$ cat src/rtl/mseq_pkg.sv
// Shared state encoding, period helper and default parameters for the m-sequence scheduler.
package mseq_pkg;

    localparam int MSEQ_DATA_WIDTH_DEF  = 8;
    localparam int MSEQ_TABLE_DEPTH_DEF = 32;
    localparam int MSEQ_RST_CYCLES_DEF  = 2;

    // Fixed encoding so existing register dumps and scripts keep decoding the state field.
    localparam logic [2:0] ST_IDLE = 3'd0;
    localparam logic [2:0] ST_LOAD = 3'd1;
    localparam logic [2:0] ST_RUN  = 3'd2;
    localparam logic [2:0] ST_NEXT = 3'd3;
    localparam logic [2:0] ST_DONE = 3'd4;

    typedef enum logic [2:0] {
        MSEQ_IDLE = ST_IDLE,
        MSEQ_LOAD = ST_LOAD,
        MSEQ_RUN  = ST_RUN,
        MSEQ_NEXT = ST_NEXT,
        MSEQ_DONE = ST_DONE
    } mseq_state_t;

    function automatic int MSEQ_PERIOD(input int w);
        return (1 << w) - 1;
    endfunction

endpackage

$ cat src/rtl/mseq_seed_table.sv
// Seed (feedback polynomial) table: one synchronous write port, one asynchronous read port.
module mseq_seed_table
    import mseq_pkg::*;
#(
    parameter int DATA_WIDTH  = MSEQ_DATA_WIDTH_DEF,
    parameter int TABLE_DEPTH = MSEQ_TABLE_DEPTH_DEF
) (
    input  logic                           MSEQ_clk,
    input  logic                           wr_en,
    input  logic [$clog2(TABLE_DEPTH)-1:0] wr_addr,
    input  logic [DATA_WIDTH-1:0]          wr_data,
    input  logic [$clog2(TABLE_DEPTH)-1:0] rd_addr,
    output logic [DATA_WIDTH-1:0]          rd_data
);

    logic [DATA_WIDTH-1:0] mem [TABLE_DEPTH];

    // NOTE: the array has no reset on purpose; contents survive MSEQ_rst_n and a reset
    // port would turn a compact register file into TABLE_DEPTH resettable flops.
    always_ff @(posedge MSEQ_clk) begin
        if (wr_en) begin
            mem[wr_addr] <= wr_data;
        end
    end

    assign rd_data = mem[rd_addr];

endmodule

$ cat src/rtl/mseq_scheduler.sv
// Walks the seed table and drives M_sequence one full period per entry.
// Optional build macro: MSEQ_SCHED_LOOP_EN (wrap to entry 0 forever; run ends only on stop).
module mseq_scheduler
    import mseq_pkg::*;
#(
    parameter int DATA_WIDTH  = MSEQ_DATA_WIDTH_DEF,
    parameter int TABLE_DEPTH = MSEQ_TABLE_DEPTH_DEF,
    parameter int RST_CYCLES  = MSEQ_RST_CYCLES_DEF
) (
    input  logic                           MSEQ_clk,
    input  logic                           MSEQ_rst_n,
    input  logic                           cfg_we,
    input  logic [$clog2(TABLE_DEPTH)-1:0] cfg_addr,
    input  logic [DATA_WIDTH-1:0]          cfg_data,
    input  logic [$clog2(TABLE_DEPTH):0]   num_seeds,
    input  logic [DATA_WIDTH-1:0]          init_base,
    input  logic                           start,
    input  logic                           stop,
    output logic                           gen_rst_n,
    output logic [DATA_WIDTH-1:0]          gen_seed,
    output logic [DATA_WIDTH-1:0]          gen_init_value,
    input  logic                           gen_bit,
    output logic                           bit_out,
    output logic                           bit_valid,
    output logic                           frame_start,
    output logic [$clog2(TABLE_DEPTH)-1:0] seq_idx,
    output logic                           busy,
    output logic                           done
);

    localparam int AW = $clog2(TABLE_DEPTH);
    localparam int RW = (RST_CYCLES > 1) ? $clog2(RST_CYCLES) : 1;
    localparam logic [DATA_WIDTH-1:0] LAST_BIT = DATA_WIDTH'(MSEQ_PERIOD(DATA_WIDTH) - 1);
    localparam logic [RW-1:0]         LAST_RST = RW'(RST_CYCLES - 1);
    localparam logic [AW:0]           DEPTH_W  = (AW + 1)'(TABLE_DEPTH);

    logic [2:0]            state;
    logic [AW-1:0]         idx;
    logic [AW:0]           num_lat;
    logic [DATA_WIDTH-1:0] base_lat;
    logic [RW-1:0]         rst_cnt;
    logic [DATA_WIDTH-1:0] bit_cnt;

    logic [AW:0]           num_sat;
    logic [AW:0]           idx_inc;
    logic                  last_seed;
    logic [AW-1:0]         nxt_idx;
    logic [AW-1:0]         tbl_raddr;
    logic [DATA_WIDTH-1:0] tbl_rdata;
    logic                  tbl_we;

    // All-zero state locks the LFSR up, so a zero initial value is replaced by 1.
    function automatic logic [DATA_WIDTH-1:0] guard_init(input logic [DATA_WIDTH-1:0] base,
                                                         input logic [AW-1:0]         i);
        logic [DATA_WIDTH-1:0] v;
        v = base + DATA_WIDTH'(i);
        return (v == '0) ? DATA_WIDTH'(1) : v;
    endfunction

    // NOTE: every always_comb output gets a default first so no path can infer a latch.
    always_comb begin
        num_sat = num_seeds;
        if (num_seeds == '0) begin
            num_sat = (AW + 1)'(1);
        end else if (num_seeds > DEPTH_W) begin
            num_sat = DEPTH_W;
        end
    end

    assign idx_inc   = {1'b0, idx} + (AW + 1)'(1);
    assign last_seed = (idx_inc == num_lat);
    assign nxt_idx   = last_seed ? '0 : idx_inc[AW-1:0];
    // In IDLE the read port looks at entry 0 so the first load is ready on start.
    assign tbl_raddr = (state == ST_IDLE) ? '0 : nxt_idx;
    assign tbl_we    = cfg_we && (state == ST_IDLE);

    mseq_seed_table #(
        .DATA_WIDTH  (DATA_WIDTH),
        .TABLE_DEPTH (TABLE_DEPTH)
    ) u_seed_table (
        .MSEQ_clk (MSEQ_clk),
        .wr_en    (tbl_we),
        .wr_addr  (cfg_addr),
        .wr_data  (cfg_data),
        .rd_addr  (tbl_raddr),
        .rd_data  (tbl_rdata)
    );

    // NOTE: sequential state uses non-blocking assignments so every flop samples
    // pre-edge values regardless of statement order.
    always_ff @(posedge MSEQ_clk or negedge MSEQ_rst_n) begin
        if (!MSEQ_rst_n) begin
            state          <= ST_IDLE;
            idx            <= '0;
            num_lat        <= '0;
            base_lat       <= '0;
            rst_cnt        <= '0;
            bit_cnt        <= '0;
            gen_seed       <= '0;
            gen_init_value <= '0;
            bit_out        <= 1'b0;
            bit_valid      <= 1'b0;
            frame_start    <= 1'b0;
        end else begin
            bit_out     <= 1'b0;
            bit_valid   <= 1'b0;
            frame_start <= 1'b0;

            case (state)
                ST_IDLE: begin
                    if (start && !stop) begin
                        state          <= ST_LOAD;
                        idx            <= '0;
                        num_lat        <= num_sat;
                        base_lat       <= init_base;
                        rst_cnt        <= '0;
                        gen_seed       <= tbl_rdata;
                        gen_init_value <= guard_init(init_base, '0);
                    end
                end

                ST_LOAD: begin
                    if (stop) begin
                        state <= ST_IDLE;
                    end else if (rst_cnt == LAST_RST) begin
                        state   <= ST_RUN;
                        bit_cnt <= '0;
                    end else begin
                        rst_cnt <= rst_cnt + RW'(1);
                    end
                end

                ST_RUN: begin
                    if (stop) begin
                        state <= ST_IDLE;
                    end else begin
                        bit_out     <= gen_bit;
                        bit_valid   <= 1'b1;
                        frame_start <= (bit_cnt == '0);
                        bit_cnt     <= bit_cnt + DATA_WIDTH'(1);
                        if (bit_cnt == LAST_BIT) begin
                            state <= ST_NEXT;
                        end
                    end
                end

                ST_NEXT: begin
                    if (stop) begin
                        state <= ST_IDLE;
`ifdef MSEQ_SCHED_LOOP_EN
                    end else begin
`else
                    end else if (last_seed) begin
                        state <= ST_DONE;
                    end else begin
`endif
                        state          <= ST_LOAD;
                        idx            <= nxt_idx;
                        rst_cnt        <= '0;
                        gen_seed       <= tbl_rdata;
                        gen_init_value <= guard_init(base_lat, nxt_idx);
                    end
                end

                default: begin
                    state <= ST_IDLE;
                end
            endcase
        end
    end

    assign gen_rst_n = (state == ST_RUN);
    assign busy      = (state != ST_IDLE);
    assign done      = (state == ST_DONE);
    assign seq_idx   = idx;

endmodule

$ cat config.mk
export PLATFORM = sky130hd
export DESIGN_NAME = mseq_scheduler
export DESIGN_NICKNAME = d
export VERILOG_FILES = /design/src/rtl/mseq_pkg.sv /design/src/rtl/mseq_seed_table.sv /design/src/rtl/mseq_scheduler.sv
export SDC_FILE = /design/constraint.sdc
export NUM_CORES = 1
export LEC_CHECK = 0
export BUFFER_PORTS_ARGS = -buffer_cell sky130_fd_sc_hd__buf_2
export CAP_MARGIN = 20
export CELL_PAD_IN_SITES_DETAIL_PLACEMENT = 1
export CELL_PAD_IN_SITES_GLOBAL_PLACEMENT = 2
export CORE_UTILIZATION = 40
export CTS_CLUSTER_DIAMETER = 80
export DETAILED_ROUTE_END_ITERATION = 7
export PLACE_DENSITY_LB_ADDON = 0.1
export SYNTH_ARGS = -nofsm -noshare
export SYNTH_HDL_FRONTEND = slang
export SYNTH_SLANG_ARGS = --single-unit
$ cat constraint.sdc
create_clock -name MSEQ_clk -period 5.3 [get_ports MSEQ_clk]
set_input_delay 0.265 -clock MSEQ_clk [delete_from_list [all_inputs] [get_ports MSEQ_clk]]
set_output_delay 0.265 -clock MSEQ_clk [all_outputs]
set_load 0.03 [all_outputs]
# Word-level counts from Yosys, hierarchy flattened
# Memory sizes are Yosys's and may differ from the RTL's.
# Cells that the tools add are included.
# classes
add_sub_neg	4
order_cmp	1
n_eq_ne	14
mux	44
n_reduce_logical	17
# op_table
op	count
$mux 8	11
$pmux 8 s2	3
$mux 5	5
$logic_not 8->1	3
$mux 3	7
$mux 1	13
$mux 6	2
$pmux 3 s4	1
$ne 2x2->1 const B	5
$pmux 5 s2	1
$add 8x1->8 const B	1
$add 8x5->8	1
$eq 8x8->1 const B	1
$reduce_and 4->1	2
$add 5x1->6 const B	1
$eq 3x2->1 const B	2
$eq 6x6->1	1
$gt 6x6->1 const B	1
$logic_not 6->1	1
$reduce_bool 3->1	2
$reduce_and 5->1	1
$reduce_bool 2->1	2
$eq 3x1->1 const B	1
$eq 3x3->1 const B	1
other kinds (10)	11
# word_totals
reg_bits	50
ram_bits	256
output_inout_bits	27
wordCells	92
mem_count	1
# memory_table
memory	depth	word_bits	rd	rd_clocked_by_memory_dff	write_ports	line	rtl
u_seed_table.mem	32	8	1	0	1	mseq_seed_table.sv:16	logic [DATA_WIDTH-1:0] mem [TABLE_DEPTH];

# Longest topological paths before layout
# depth
depth_word	9
depth_mapped	18

# Cells and area by module
# A second synthesis with hierarchy kept.
# hier_totals
hier_cells	681
area_unflattened_um2	12719.7
# modules_own_cells
module	instances	cells_per_inst	area_per_inst_um2	seq_area_each_um2
mseq_seed_table	1	409	9893.2	7687.4
mseq_scheduler	1	272	2826.5	1251.2

# Worst setup path before layout
# OpenSTA, ideal clock, no wires.
# synth_path
path_type	register to register
from	reg idx[1] (netlist: seq_idx[1])
to	reg gen_init_value[0]
t_arrival_ps	3793
required_time_ps	5217
path_slack_ps	1424
path_stages_with_launch	18
cell_sequence	dfrtp_1 ha_1 xor2_2 xnor2_1 and3_1 a21oi_4 buf_6 ha_1 inv_1 fa_1 nor2b_1 o21ai_0 a21boi_0 nor2_1 nor4_1 nand2_1 o32a_1 o21ai_0
# synth_between
elab_chain_len	9
elab_cells_between_ends	11
cone_classes	add/sub (2); eq/ne (2); mux (5); reduce/logical (2)
# synth_rtl
item	line	rtl
start, declared	mseq_scheduler.sv:38	logic [AW-1:0] idx;
start signal, assigned	mseq_scheduler.sv:158	idx <= nxt_idx;
$add 5x1->6 *	mseq_scheduler.sv:70	assign idx_inc = {1'b0, idx} + (AW + 1)'(1);
$eq 6x6->1	mseq_scheduler.sv:71	assign last_seed = (idx_inc == num_lat);
$mux 5	mseq_scheduler.sv:72	assign nxt_idx = last_seed ? '0 : idx_inc[AW-1:0];
$add 8x5->8	mseq_scheduler.sv:56	v = base + DATA_WIDTH'(i);
$logic_not 8->1	mseq_scheduler.sv:57	return (v == '0) ? DATA_WIDTH'(1) : v;
$mux 8	mseq_scheduler.sv:57	
$mux 8	mseq_scheduler.sv:153	end else if (last_seed) begin
$mux 8	mseq_scheduler.sv:148	if (stop) begin
$pmux 8 s2	mseq_scheduler.sv:109	case (state)
end signal, assigned	mseq_scheduler.sv:118	gen_init_value <= guard_init(init_base, '0);
end signal, assigned	mseq_scheduler.sv:161	gen_init_value <= guard_init(base_lat, nxt_idx);
end, declared	mseq_scheduler.sv:21	output logic [DATA_WIDTH-1:0] gen_init_value,
# Every way passes the cells marked *; elsewhere a longest branch is shown, timed or not. The select of a mux whose other input is x is not followed.
# A chain may end at the register's enable or synchronous reset.

# Worst setup path after layout
# layout_path
from	reg idx[0] (netlist: seq_idx[0])
to	reg gen_init_value[0]
# Same word-level chain as after synthesis.

==> key figures <==
Routing
  • Average wire length per cell after detail routing: 24.4 um
  • DR vias: 7980
  • Final WL: 33900 um
  • Via/cell ratio: 5.75
  • Post-detailed-route count of antenna-violating nets: 0
  • Initial detailed-routing violation count: 523
  • Drc violations: 0
  • Number of detailed-routing iterations run before antenna repair: 5

Place
  • PortBufs: 59
  • Weighted congestion reported at the end of routability-driven placement: 0.802
  • Post-placement setup slack: 0.761 ns
  • HPWL after detailed placement: 22600 um
  • Placed cells: 1321

Synth
  • Syn Area/Cell: 14.6 um^2
  • Dominant register cell in the synthesized netlist: sky130_fd_sc_hd__edfxtp_1
  • Async set-or-reset flop fraction in the synthesized netlist: 16.3%
  • Combinational family with the most area after synthesis: compound AO/OA/AOI/OAI gates
  • Share of synthesized area occupied by flip-flops and latches: 68.8%
  • Syn_nets: 935
  • Yosys cell types: 69
  • Number of enable flip-flop cells after synthesis: 256
  • Register bit total from synthesis: 306
  • Post-synthesis instance area: 0.0130 mm^2
  • Complex-gate fraction of the synthesized area: 9.89%
  • Ys Warns: 0
  • Synthesized instance count: 892
  • Area fraction in and, or, nand and nor cells after synthesis: 9.23%
  • Mux share of post-synthesis cell area: 7.37%
  • Synthesized-area fraction occupied by adder cells: 1.02%
  • Xor/xnor cell area share of the yosys netlist: 1.44%

Cells and area
  • Area growth syn-to-layout: 14.1%
  • Net total in the final layout: 1004
  • Fraction of layout instances using a drive strength above 1: 18.6%
  • Post-layout utilization of the core: 46.7%
  • Number of antenna diodes: 0
  • Number of standard cells in the layout, taps in and fillers out: 1389

Timing
  • Final Hold Fails: 0
  • Final period utilization: 86.0%
  • Setup TNS: 0 ns
  • Number of setup violations in the final report: 0
  • Setup repair after global routing missed its margin: no
  • Final critical-path setup slack: 0.742 ns
  • Slew at the pin with the worst max-slew slack: 1.07 ns
  • Minimum period implied by the final worst setup slack: 4.56 ns
  • Rel. slew slack: 28.8%
  • Upper clock frequency limit: 219 MHz
  • Final setup skew: 0.0110 ns
  • Slew Limit Fails: 0

Min path
  • Hold path depth: 2
  • Hold/Removal Path Class: primary input to flip-flop

Pwr
  • Total power per unit cell area: 484 mW/mm^2
  • Max VDD drop: 0.246 mV
  • Leakage power figure: 5.19 nW
  • Power consumption: 7.17 mW

Die
  • Std-Cell Core Area: 0.0317 mm^2
  • Die W: 182 um
  • Starting utilization of the core area: 41.0%
  • Die height: 182 um
  • Num ports: 60
  • Die area: 0.0332 mm^2
  • Placement row count: 65

Worst setup path
  • Critical path arrival: 4.99 ns
  • Required arrival time at the worst endpoint: 5.73 ns
  • Endpoint class of the critical path: flip-flop
  • Cell count of the worst reg-to-reg path: 16
  • Startpoint class of the critical path: flip-flop
  • Series of cell instances along the critical path: buf_4 > nand3_2 > xnor3_1 > nor3b_1 > nand2_1 > nand2_1 > inv_1 > ha_1 > a21o_1 > a21oi_1 > o21ai_0 > a21oi_1 > nor2_1 > xor2_1 > o32a_1 > o21ai_0
  • Category of the most critical setup path: flip-flop to flip-flop
  • Max stage delay cell, worst path: sky130_fd_sc_hd__nor3b_1
  • Worst Path Max Fanout: 56
  • Peak per-stage delay on the critical path: 0.64 ns

Flow run
  • Maximum capacitance violations: 0

Global route
  • Number of global-route vias before repair: 8551
  • Antenna violations before repair: 0
  • Overflow left after global routing: 0
  • Maximum number of pins on one net before global-route repair: 57
  • Global-route wire length before repair: 51700 um
  • Overall Global Routing Usage: 20.9%

Clocking
  • Number of levels the H-tree was split into: 2
  • Maximum count of clock buffers along a single path: 3
  • Register clock-pin slew on the reported worst setup and hold paths: 0.06 ns
  • TritonCTS clock tree: built
  • Root buffer cell: sky130_fd_sc_hd__clkbuf_16
  • Clock Latency Late Sink: 0.52 ns
  • TritonCTS buffer count: 36
  • Number of gates given a new drive strength after cts: 0
  • CTS sink count: 306
  • Count of buffers added by post-CTS timing repair for setup: 0

Run status
  • Outcome: finished clean
-- final timing paths --
kind,from,slack [ns],to
setup / recovery,seq_idx[0],0.74,gen_init_value[0]
hold / removal,init_base[0],0.03,base_lat[0]
setup reg to reg,seq_idx[0],0.74,gen_init_value[0]
hold reg to reg,gen_init_value[3],0.47,gen_init_value[3]
max in group asynchronous,MSEQ_rst_n,4.36,seq_idx[0]
min in group asynchronous,MSEQ_rst_n,0.40,frame_start
-- worst max-delay path: cells and delay by family (launching register included) --
family,cells,cell delay (ns)
AND/OR/NAND/NOR,5,1.56
AO/OA/AOI/OAI,6,1.24
buffers and inverters,2,0.59
XOR/XNOR,2,0.42
flip-flops,1,0.41
adder cells (fa/ha/maj),1,0.28
-- area by class of cell --
cell class                 count  area, um^2
multi-input combinational    527        3770
fill                        3127       16900
sequential                   306        8940
clock inverter                17         168
inverter                      17        63.8
clock buffer                  47         963
tap                          402         503
timing repair buffer          73         408
-- per-layer routing --
metal,track usage [%],up-vias,routed length [um]
li1,-,3602,-
met1,27.4,4125,14800
met2,35.6,192,16700
met3,2.83,61,1220
met4,7.87,0,1110
met5,0,-,0
-- state kept, by name, indices dropped and copies added (netlist names) --
name / cells
u_seed_table.mem: 256
base_lat: 8
bit_cnt: 8
gen_init_value: 8
gen_seed: 8
num_lat: 6
seq_idx: 5
state: 3
bit_out: 1
bit_valid: 1
frame_start: 1
rst_cnt: 1
-- cell usage in the layout (no fill, tap or decap), types with 5 or more instances in the layout --
| cell type | synthesis | final |
|---|---|---|
| sky130_fd_sc_hd__nor2_1 | 83 | 83 |
| sky130_fd_sc_hd__mux2_2 | 25 | 25 |
| sky130_fd_sc_hd__clkinv_2 | 0 | 8 |
| sky130_fd_sc_hd__edfxtp_1 | 256 | 256 |
| sky130_fd_sc_hd__a2111o_1 | 6 | 6 |
| sky130_fd_sc_hd__or3_1 | 10 | 10 |
| sky130_fd_sc_hd__a211o_1 | 12 | 12 |
| sky130_fd_sc_hd__nand2_1 | 58 | 58 |
| sky130_fd_sc_hd__nand2b_1 | 17 | 17 |
| sky130_fd_sc_hd__mux2i_1 | 45 | 45 |
| sky130_fd_sc_hd__o221a_2 | 8 | 8 |
| sky130_fd_sc_hd__nor3b_1 | 5 | 5 |
| sky130_fd_sc_hd__a221o_1 | 6 | 6 |
| sky130_fd_sc_hd__nor2b_1 | 7 | 7 |
| sky130_fd_sc_hd__and2_1 | 6 | 6 |
| sky130_fd_sc_hd__o31ai_1 | 5 | 5 |
| sky130_fd_sc_hd__a21oi_1 | 26 | 26 |
| sky130_fd_sc_hd__xnor2_1 | 6 | 6 |
| sky130_fd_sc_hd__a2111oi_0 | 6 | 6 |
| sky130_fd_sc_hd__clkbuf_16 | 0 | 37 |
| sky130_fd_sc_hd__buf_4 | 2 | 10 |
| sky130_fd_sc_hd__mux4_2 | 10 | 10 |
| sky130_fd_sc_hd__a211oi_1 | 12 | 12 |
| sky130_fd_sc_hd__a31oi_1 | 12 | 12 |
| sky130_fd_sc_hd__nor3_1 | 16 | 16 |
| sky130_fd_sc_hd__dfrtp_1 | 50 | 49 |
| sky130_fd_sc_hd__xor2_1 | 11 | 10 |
| sky130_fd_sc_hd__o21ai_0 | 35 | 35 |
| sky130_fd_sc_hd__nand3_1 | 11 | 11 |
| sky130_fd_sc_hd__clkbuf_1 | 20 | 10 |
| sky130_fd_sc_hd__a221oi_1 | 12 | 12 |
| sky130_fd_sc_hd__a222oi_1 | 8 | 8 |
| sky130_fd_sc_hd__nor4_1 | 6 | 6 |
| sky130_fd_sc_hd__ha_1 | 9 | 9 |
| sky130_fd_sc_hd__inv_1 | 17 | 17 |
| sky130_fd_sc_hd__buf_2 | 10 | 59 |
-- Yosys cell counts (all sizes together) (7+ instances only) --
cell    instances  share of area [%]
edfxtp        256                 59
nor2           86                2.5
nand2          58                1.7
dfrtp          50                9.6
mux2i          45                3.5
o21ai          39                1.7
a21oi          28                1.2
mux2           25                2.2
buf            21                1.1
clkbuf         21               0.62
nor3           18               0.77
inv            17               0.49
nand2b         17               0.82
nand3          13               0.58
a211o          12               0.81
a211oi         12               0.69
a221oi         12               0.81
a31oi          12               0.58
xor2           12               0.87
mux4           10                1.7
or3            10               0.48
ha              9               0.87
a222oi          8               0.62
o221a           8               0.69
nor2b           7               0.34
-- power breakdown --
part / switching, mW / leakage [nW] / internal (mW)
Combinational: 1.22 / 1.69 / 0.678
Clock: 0.946 / 0.559 / 1.43
Sequential: 0.129 / 2.94 / 2.77
Total: 2.29 / 5.19 / 4.88
-- logic make-up (layout without fill, tap and decap cells) --
family | Yosys count | count (layout)
fa+ha+maj | 10 | 10
compound gates | 172 | 172
simple gates | 246 | 246
buf+inv | 59 | 154
flops | 306 | 306
mux | 80 | 80
xor+xnor | 19 | 19
-- timing repair --
action | CTS | global route
hold endpoints to repair | 52 | 0
hold buffers | 3 | 0
endpoints found under the setup margin | 0 | 0
-- per-stage QoR --
step / cell area, um^2 / hold WS (ns)
global route: 14800 / 0.0241
CTS: 14800 / 0.00527
global placement: 13600 / 0.426
floorplan: 13000 / -0.0306
finish: 14800 / 0.0253
detailed placement: 13600 / 0.441
No activity file was read; power rests on OpenSTA's default activity.
